File: src/rtl/servant_sleep_ctrl_pkg.sv
// Shared encodings for the servant sleep/wake controller: FSM states,
// register offsets and STATUS bit positions.
package servant_sleep_ctrl_pkg;

    localparam logic [1:0] ST_RUN   = 2'd0;
    localparam logic [1:0] ST_SLEEP = 2'd1;
    localparam logic [1:0] ST_WAKE  = 2'd2;

    localparam logic [1:0] REG_MASK      = 2'd0;
    localparam logic [1:0] REG_PENDING   = 2'd1;
    localparam logic [1:0] REG_STATUS    = 2'd2;
    localparam logic [1:0] REG_SLEEP_CNT = 2'd3;

    localparam int STATUS_STATE_LSB = 0;
    localparam int STATUS_SLEEP_BIT = 2;
    localparam int STATUS_READY_BIT = 3;

    // Width needed to hold 0..max_val, never less than one bit.
    function automatic int cnt_width(input int max_val);
        return (max_val < 1) ? 1 : $clog2(max_val + 1);
    endfunction

endpackage

File: src/rtl/servant_sleep_ctrl_if.sv
// Wishbone register-slave bundle for the sleep controller (32-bit data,
// 2-bit word address, single-strobe classic cycles).
interface servant_sleep_ctrl_if;
    logic [1:0]  i_wb_adr;
    logic [31:0] i_wb_dat;
    logic        i_wb_we;
    logic        i_wb_cyc;
    logic [31:0] o_wb_rdt;
    logic        o_wb_ack;

    modport slave  (input  i_wb_adr, i_wb_dat, i_wb_we, i_wb_cyc,
                    output o_wb_rdt, o_wb_ack);
    modport master (output i_wb_adr, i_wb_dat, i_wb_we, i_wb_cyc,
                    input  o_wb_rdt, o_wb_ack);
endinterface

File: src/rtl/servant_sync_ff.sv
// Single-bit synchroniser chain, STAGES flops deep, cleared by reset.
module servant_sync_ff #(
    parameter int STAGES = 2
) (
    input  logic clk,
    input  logic rst_n,
    input  logic d,
    output logic q
);
    logic [STAGES-1:0] chain;

    always_ff @(posedge clk) begin
        if (!rst_n) chain <= '0;
        else        chain <= (chain << 1) | STAGES'(d);
    end

    assign q = chain[STAGES-1];
endmodule

File: src/rtl/servant_sleep_ctrl.sv
// Sleep/wake controller: gates the core clock on WFI, latches masked wake
// sources, holds the core stalled for a settle window after wake.
module servant_sleep_ctrl
    import servant_sleep_ctrl_pkg::*;
#(
    parameter int NUM_WAKE    = 2,
    parameter int SYNC_STAGES = 2,
    parameter int WAKE_DELAY  = 4,
    parameter int CNT_W       = 16
) (
    input  logic                i_clk,
    input  logic                i_rst_n,
    input  logic                i_sleep_req,
    input  logic                i_wakeup_req,
    input  logic [NUM_WAKE-1:0] i_wake,
    output logic                o_sleep,
    output logic                o_ready,
    output logic                o_wake_irq,
    servant_sleep_ctrl_if.slave wb
);
    localparam int             DW       = cnt_width(WAKE_DELAY);
    localparam logic [DW-1:0]  DLY_INIT = DW'(WAKE_DELAY);

    logic [NUM_WAKE-1:0] wake_s;
    logic [NUM_WAKE-1:0] mask;
    logic [NUM_WAKE-1:0] pending;
    logic [CNT_W-1:0]    sleep_cnt;
    logic [1:0]          state;
    logic [DW-1:0]       dly;
    logic [31:0]         rdata;
    logic                in_sleep, in_wake, in_run;
    logic                acc, wr, enter_sleep;
    logic                unused_dat;

    generate
        if (SYNC_STAGES == 0) begin : g_nosync
            assign wake_s = i_wake;
        end else begin : g_sync
            servant_sync_ff #(.STAGES(SYNC_STAGES)) u_sync [NUM_WAKE-1:0] (
                .clk   (i_clk),
                .rst_n (i_rst_n),
                .d     (i_wake),
                .q     (wake_s)
            );
        end
    endgenerate

    // Code 3 is unreachable but must behave as RUN.
    assign in_sleep    = (state == ST_SLEEP);
    assign in_wake     = (state == ST_WAKE);
    assign in_run      = !in_sleep && !in_wake;
    assign o_sleep     = in_sleep;
    assign o_ready     = in_run;
    assign o_wake_irq  = |(pending & mask);
    assign enter_sleep = in_run && i_sleep_req && !i_wakeup_req && !o_wake_irq;

    // Register access completes on the edge that raises ack.
    assign acc        = wb.i_wb_cyc && !wb.o_wb_ack;
    assign wr         = acc && wb.i_wb_we;
    assign unused_dat = &{1'b0, wb.i_wb_dat[31:NUM_WAKE]};

    always_ff @(posedge i_clk) begin
        if (!i_rst_n) begin
            state <= ST_RUN;
            dly   <= '0;
        end else if (in_sleep) begin
            if (i_wakeup_req || o_wake_irq) begin
                state <= ST_WAKE;
                dly   <= DLY_INIT;
            end
        end else if (in_wake) begin
            if (dly == '0) state <= ST_RUN;
            else           dly   <= dly - 1'b1;
        end else begin
            state <= enter_sleep ? ST_SLEEP : ST_RUN;
        end
    end

    always_ff @(posedge i_clk) begin
        if (!i_rst_n) begin
            mask      <= '1;
            pending   <= '0;
            sleep_cnt <= '0;
        end else begin
            if (wr && wb.i_wb_adr == REG_MASK)
                mask <= wb.i_wb_dat[NUM_WAKE-1:0];
            // Sources still asserted re-set the bit in the same cycle as a W1C.
            if (wr && wb.i_wb_adr == REG_PENDING)
                pending <= (pending & ~wb.i_wb_dat[NUM_WAKE-1:0]) | wake_s;
            else
                pending <= pending | wake_s;
            if (wr && wb.i_wb_adr == REG_SLEEP_CNT)
                sleep_cnt <= '0;
            else if (enter_sleep && sleep_cnt != '1)
                sleep_cnt <= sleep_cnt + CNT_W'(1);
        end
    end

    always_comb begin
        rdata = '0;
        case (wb.i_wb_adr)
            REG_MASK:    rdata[NUM_WAKE-1:0] = mask;
            REG_PENDING: rdata[NUM_WAKE-1:0] = pending;
            REG_STATUS: begin
                rdata[STATUS_STATE_LSB +: 2] = state;
                rdata[STATUS_SLEEP_BIT]      = o_sleep;
                rdata[STATUS_READY_BIT]      = o_ready;
            end
            default:     rdata[CNT_W-1:0] = sleep_cnt;
        endcase
    end

    always_ff @(posedge i_clk) begin
        if (!i_rst_n) begin
            wb.o_wb_ack <= 1'b0;
            wb.o_wb_rdt <= '0;
        end else begin
            wb.o_wb_ack <= acc;
            wb.o_wb_rdt <= acc ? rdata : '0;
        end
    end

endmodule

File: src/flat_wrapper.sv
// flat-port wrapper written by rule: the top's interface ports become plain ports
module servant_sleep_ctrl_flat import servant_sleep_ctrl_pkg::*;
#(
    parameter int NUM_WAKE    = 2,
    parameter int SYNC_STAGES = 2,
    parameter int WAKE_DELAY  = 4,
    parameter int CNT_W       = 16
)
  (i_clk, i_rst_n, i_sleep_req, i_wakeup_req, i_wake, o_sleep, o_ready, o_wake_irq, wb_i_wb_adr, wb_i_wb_dat, wb_i_wb_we, wb_i_wb_cyc, wb_o_wb_rdt, wb_o_wb_ack);
  servant_sleep_ctrl_if wb_i ();
  input  logic i_clk;
  input  logic i_rst_n;
  input  logic i_sleep_req;
  input  logic i_wakeup_req;
  input  logic [NUM_WAKE-1:0] i_wake;
  output logic o_sleep;
  output logic o_ready;
  output logic o_wake_irq;
  input wire logic [$bits(wb_i.i_wb_adr)-1:0] wb_i_wb_adr;
  input wire logic [$bits(wb_i.i_wb_dat)-1:0] wb_i_wb_dat;
  input wire logic [$bits(wb_i.i_wb_we)-1:0] wb_i_wb_we;
  input wire logic [$bits(wb_i.i_wb_cyc)-1:0] wb_i_wb_cyc;
  output wire logic [$bits(wb_i.o_wb_rdt)-1:0] wb_o_wb_rdt;
  output wire logic [$bits(wb_i.o_wb_ack)-1:0] wb_o_wb_ack;
  assign wb_i.i_wb_adr = wb_i_wb_adr;
  assign wb_i.i_wb_dat = wb_i_wb_dat;
  assign wb_i.i_wb_we = wb_i_wb_we;
  assign wb_i.i_wb_cyc = wb_i_wb_cyc;
  assign wb_o_wb_rdt = wb_i.o_wb_rdt;
  assign wb_o_wb_ack = wb_i.o_wb_ack;
  servant_sleep_ctrl #(.NUM_WAKE(NUM_WAKE), .SYNC_STAGES(SYNC_STAGES), .WAKE_DELAY(WAKE_DELAY), .CNT_W(CNT_W)) u_core (.i_clk(i_clk), .i_rst_n(i_rst_n), .i_sleep_req(i_sleep_req), .i_wakeup_req(i_wakeup_req), .i_wake(i_wake), .o_sleep(o_sleep), .o_ready(o_ready), .o_wake_irq(o_wake_irq), .wb(wb_i));
endmodule
File: config.mk
export PLATFORM = sky130hd
export DESIGN_NAME = servant_sleep_ctrl_flat
export DESIGN_NICKNAME = d
export VERILOG_FILES = /design/src/rtl/servant_sleep_ctrl_pkg.sv /design/src/rtl/servant_sleep_ctrl_if.sv /design/src/rtl/servant_sync_ff.sv /design/src/rtl/servant_sleep_ctrl.sv /design/src/flat_wrapper.sv
export SDC_FILE = /design/constraint.sdc
export NUM_CORES = 1
export LEC_CHECK = 0
export ABC_AREA = 1
export CAP_MARGIN = 10
export CORE_UTILIZATION = 49
export DETAILED_ROUTE_END_ITERATION = 16
export PLACE_DENSITY = 0.88
export RECOVER_POWER = 25
export SLEW_MARGIN = 10
export SYNTH_ARGS = -nofsm -noshare
export SYNTH_HDL_FRONTEND = slang
export SYNTH_SLANG_ARGS = --single-unit
File: constraint.sdc
create_clock -name i_clk -period 4.2 [get_ports i_clk]
set_clock_uncertainty 0.1 [all_clocks]
set_input_delay 0.63 -clock i_clk [delete_from_list [all_inputs] [get_ports i_clk]]
set_output_delay 0.63 -clock i_clk [all_outputs]
set_load 0.01 [all_outputs]
# Yosys cells after proc, flatten, opt, wreduce, memory -nomap -nowiden

Cells that the tools add are included.

Output and inout port bits: 36
Input port bits: 42
Word-level logic and storage cells: 69
Register bits: 62

Add/subtract/negate cells: 2
Reductions and logical operators: 26
Bitwise gates (word level): 9
Muxes and demuxes: 12
Equal/unequal tests: 9

Operators with widths:

| operator                                                            | number |
|---|---|
| 16-bit by 1-bit adder with 16-bit output (second input constant)    | 1 |
| 16-bit != test (second input constant)                              | 1 |
| 3-bit two-way mux                                                   | 4 |
| 1-bit logical AND                                                   | 10 |
| 2-bit two-way mux                                                   | 5 |
| 2-bit == test (second input constant)                               | 3 |
| 2-bit one-hot mux with 3 select lines                               | 1 |
| 2-bit OR reduction                                                  | 3 |
| 1-bit zero test                                                     | 5 |
| 5-bit OR reduction                                                  | 1 |
| 2-bit AND                                                           | 2 |
| 2-bit by 1-bit == test with 1-bit output (second input constant)    | 2 |
| 2-bit by 1-bit bitwise OR with 2-bit output                         | 2 |
| 2-bit bitwise OR                                                    | 2 |
| 2-bit one-hot mux with 2 select lines                               | 1 |
| 2-bit AND reduction                                                 | 2 |
| 3-bit zero test                                                     | 1 |
| 3-bit by 2-bit != test with 1-bit output (second input constant)    | 1 |
| 3-bit AND reduction                                                 | 1 |
| 3-bit by 1-bit subtractor with 3-bit output (second input constant) | 1 |
| 2-bit zero test                                                     | 1 |
| 2-bit by 1-bit != test with 1-bit output (second input constant)    | 1 |
| 2-bit != test (second input constant)                               | 1 |
| 1-bit inverter                                                      | 2 |
| other kinds (4)                                                     | 4 |

# Longest topological paths before layout

Word-level depth: 9
Mapped depth: 10
Depth with buffers taken out: 10

# Modules after synthesis

From an unflattened synthesis, not the netlist that was laid out.

Cell total of the unflattened synthesis: 315
Area, all modules: 2207.1 um2

By module, submodules not included:

| module             | instances | cells each | seq. area each (um2) | area an instance (um2) |
|---|---|---|---|---|
| servant_sleep_ctrl | 1         | 303        | 840.8                | 2097.0 |
| servant_sync_ff    | 2         | 6          | 40.0                 | 55.1 |

# Worst setup path after synthesis

OpenSTA, ideal clock, no wires.

Path kind: flip-flop to flip-flop
Start: reg u_core.state[0]
End: reg u_core.sleep_cnt[13]
Cell stages (with the launch flop): 11
Clock period less this slack: 1702 ps
Buffers on the path: 1
Slack: 2498 ps
Required time: 3985 ps
Data arrival time: 1487 ps
Library setup time: 115 ps
Cell sequence: dfxtp_1 inv_1 ha_1 nand2_1 nor2_1 nand3_1 clkbuf_8 nor2_1 nand3_2 nand2_1 nor2_1

Cells in the longest elaborated chain, start to end: 7
Elaborated cells between the ends (all ways): 9
Those cells by class: 2 x eq/ne; 7 x reduce/logical

Ends and longest elaborated chain:

| what                                                                      | RTL line                                           | RTL |
|---|---|---|
| start: declaration                                                        | servant_sleep_ctrl.sv:28                           | `logic [1:0] state;` |
| start signal: assignment                                                  | servant_sleep_ctrl.sv:75                           | `state <= enter_sleep ? ST_SLEEP : ST_RUN;` |
| 2-bit by 1-bit == test with 1-bit output or 2-bit == test (tied branches) | servant_sleep_ctrl.sv:49, servant_sleep_ctrl.sv:50 |  |
| 1-bit zero test                                                           | servant_sleep_ctrl.sv:51                           | `assign in_run = !in_sleep && !in_wake;` |
| 1-bit logical AND *                                                       | servant_sleep_ctrl.sv:51                           |  |
| net o_ready                                                               | flat_wrapper.sv:17                                 | `output logic o_ready;` |
| 1-bit logical AND * (3 in a row)                                          | servant_sleep_ctrl.sv:55                           | `assign enter_sleep = in_run && i_sleep_req && !i_wakeup_req && !o_wake_irq;` |
| 1-bit logical AND *                                                       | servant_sleep_ctrl.sv:94                           | `else if (enter_sleep && sleep_cnt != '1)` |
| end signal: assignment                                                    | servant_sleep_ctrl.sv:95                           | `sleep_cnt <= sleep_cnt + CNT_W'(1);` |
| end: declaration                                                          | servant_sleep_ctrl.sv:27                           | `logic [CNT_W-1:0] sleep_cnt;` |

The timed path passes the listed nets; every way through them passes the cells marked *.
A chain may end at the register's enable or synchronous reset.

# Worst setup path after layout

Start: reg u_core.state[0]
End: out o_ready

Cells in the longest elaborated chain, start to end: 3
Elaborated cells between the ends (all ways): 5
Those cells by class: 2 x eq/ne; 3 x reduce/logical

Ends and longest elaborated chain:

| what                                                                      | RTL line |
|---|---|
| 2-bit by 1-bit == test with 1-bit output or 2-bit == test (tied branches) | servant_sleep_ctrl.sv:49, servant_sleep_ctrl.sv:50 |
| 1-bit zero test                                                           | servant_sleep_ctrl.sv:51 |
| 1-bit logical AND *                                                       | servant_sleep_ctrl.sv:51 |
| end: declaration                                                          | flat_wrapper.sv:17 |

Mark *: on every way between the ends. The rest lies on a longest branch, timed or not.

==> flow_summary.ini <==
[clock_tree]
cts_sinks = 46
cts_max_level = 2
clkTransAtPathRegs_ps = 90
ctsHoldBuffers = 0
cts_root_buffer = clkbuf_8
cts-resized-gates = 0
postCtsSetupBuffers = 0
cts_max_path_buffers = 2
numCtsBuffers = 5
tritoncts = done
clock_latency_ps = 300

[place]
place_area_um2 = 2620
place_hpwl_um = 3540
port_buffers = 31
pre_cts_ws_ps = 1600
place_congestion = 0.847

[setup_path]
crit_slowest_cell = clkdlybuf4s50_1
cpPeakStageDelay_ps = 540
reg2reg_slack_ps = 1910
critPathArrivalTime_ps = 1650
cp-start-kind = flop
crit_fanout = 4
worstReg2RegStart = u_core.state[0]
crit_chain = inv_1 -> ha_1 -> clkdlybuf4s50_1
r2r-end = u_core.sleep_cnt[8]
worst_setup_path_end_kind = primary output
required_ps = 3470
critPathKind = reg2out
reg2regPathDepth = 9
setup.worst_path.start = u_core.state[0]

[job]
max-cap-violations = 0

[routing]
drc = 0
ant_nets = 0
wl_um = 4790
drt_iter0_markers = 138
first_pass_iters = 4
via_count = 2086
routedWlPerCell_um = 11.4
avgViaCountPerCell = 4.94

[timing]
setup-violations-final = 0
finalMaxSlewViolations = 0
fin_tns_setup_ps = 0
fin_crit_ps = 2380
slew_headroom = 0.625
tightestPinTransition_ps = 556
fin_ws_ps = 1820
rsz0062_at_grt = no
finalCritPeriodShare = 0.566
hold_viol = 0
fmax_mhz = 420

[final_layout]
post-route-util = 0.606
nNetsFinal = 421
fill_cells = 426
num_antenna_cells = 0
fin_area_um2 = 2730
area_growth_pct = 15.7
drive_above_1_share = 0.0730

[yosys]
synth-xor-area-share = 0
synth_compound_area_frac = 0.0737
ys_warn_count = 0
synthSimpleGateAreaFrac = 0.330
synthMuxAreaShare = 0
synth_top_area_frac = 0.390
ys_seq_area_frac = 0.390
synth.area.top_cells = dfxtp_1, nand2_1, nor2_1
synth_cell_type_count = 25
synth_cells = 338
synth.avg_cell_area_um2 = 6.99
synth-seq-cells = 46
synth_area_um2 = 2360
synth_top_family_by_area = simple AND/OR/NAND/NOR gates
yosysTopAreaCell = dfxtp_1
synthAdderAreaFrac = 0.0530

[hold_path]
min_to = u_core.g_sync.u_sync[1].chain[1]
hold_depth = 2
hold_path.startpoint = u_core.g_sync.u_sync[1].chain[0]
min-delay-path-class = reg2reg

[global_route]
grt-ovfl-total = 0
grt_usage = 0.205
grt_pass1_wl_um = 8170
grt_max_degree = 21
antenna_found_initial = 0
grt_pass1_vias = 1928

[outcome]
status = finished, final reports clean

[die]
die_w_um = 71.4
num_io_pins = 78
initial_core_util = 0.524
dieArea_um2 = 5100
die_h_um = 71.4
rows = 24
coreArea_um2 = 4500

[power]
pwr_density_cell_nw_per_um2 = 319
ir_drop_v = 0.000205
p_leak_nw = 1.14
worst max path at each step:
stage | slack [ps] | endpoint | cells past startpoint
after floorplan | 2500 | u_core.sleep_cnt[13] | 10
after global placement | 1610 | u_core.sleep_cnt[8] | 8
after detailed placement | 1600 | u_core.sleep_cnt[8] | 8
after CTS | 1830 | o_ready | 3
after global routing | 1690 | u_core.sleep_cnt[8] | 9
final | 1820 | o_ready | 3
registers in the layout, summed over array words and instances (netlist names):
name	count
u_core.pending	2
u_core.mask	2
u_core.wb.o_wb_ack	1
u_core.state	2
u_core.wb.o_wb_rdt	16
u_core.g_sync.u_sync.chain	4
u_core.sleep_cnt	16
u_core.dly	3
final cells by class:
cell class	count	area, µm²	share of cell area
clock buffers	5	68.8	0.0252
flip-flops and latches	46	921	0.337
repair buffers	31	310	0.114
multi-input cells	235	1130	0.415
inverters	50	188	0.0687
clock inverters	3	45.0	0.0165
well taps	52	65.1	0.0238
through the flow:
| step | hold slack [ps] | instances | power (W) |
|---|---|---|---|
| after floorplan | 290 | 353 | 0.000527 |
| after global placement | 291 | 414 | 0.000542 |
| after detailed placement | 303 | 414 | 0.000546 |
| after CTS | 325 | 422 | 0.000877 |
| after global routing | 354 | 422 | 0.000906 |
| final | 320 | 422 | 0.000870 |
worst max-delay path: cells and delay by family (launching register included):
kind | cells | cell delay [ps]
buffers and inverters | 2 | 600
DFF | 1 | 410
adders and majority gates | 1 | 320
layer usage:
layer | up-vias | track usage | wire, µm
li1 | 1070 | - | -
met1 | 947 | 0.253 | 2230
met2 | 62 | 0.347 | 2280
met3 | 7 | 0.0394 | 202
met4 | 0 | 0.0911 | 79
met5 | - | 0 | 0
cell usage after synthesis:
master,number
nand2_1,73
nor2_1,56
inv_1,47
dfxtp_1,46
nand3_1,31
a21oi_1,21
buf_4,16
ha_1,10
o21ai_0,6
nor2_2,4
buf_2,3
nand2_2,3
nand3_2,3
o21ai_2,3
a31oi_1,2
buf_6,2
inv_2,2
nor2_4,2
or2_2,2
clkbuf_8,1
clkinv_1,1
conb_1,1
nand3_4,1
nand4_1,1
or2_1,1
power breakdown:
| part | switching [W] | total [W] | internal (W) | leakage (nW) |
|---|---|---|---|---|
| clock network | 0.000158 | 0.000335 | 0.000177 | 0.0504 |
| logic | 0.0000510 | 0.0000841 | 0.0000331 | 0.718 |
| registers | 0.00000616 | 0.000451 | 0.000445 | 0.373 |
kinds of logic (layout without fill, tap and decap cells):
family	Yosys count	in the layout
simple gates	177	177
buf+inv	72	89
flops	46	46
compound gates	32	32
fa+ha+maj	10	10
other cells	1	16
placed cells by master (no fill, tap or decap):
| cell | synthesis | routed |
|---|---|---|
| nand2_1 | 73 | 73 |
| nor2_1 | 56 | 56 |
| inv_1 | 47 | 47 |
| dfxtp_1 | 46 | 46 |
| nand3_1 | 31 | 31 |
| clkdlybuf4s50_1 | 0 | 27 |
| a21oi_1 | 21 | 21 |
| conb_1 | 1 | 16 |
| ha_1 | 10 | 10 |
| o21ai_0 | 6 | 7 |
| clkbuf_8 | 1 | 5 |
| nor2_2 | 4 | 4 |
| dlygate4sd3_1 | 0 | 4 |
| nand2_2 | 3 | 3 |
| nand3_2 | 3 | 3 |
| o21ai_2 | 3 | 2 |
| inv_2 | 2 | 2 |
| nor2_4 | 2 | 2 |
| or2_2 | 2 | 2 |
| a31oi_1 | 2 | 2 |
| clkinvlp_4 | 0 | 2 |
| nand3_4 | 1 | 1 |
| clkinv_1 | 1 | 1 |
| or2_1 | 1 | 1 |
| nand4_1 | 1 | 1 |
| bufinv_16 | 0 | 1 |
(Power assumes the default switching activity.)
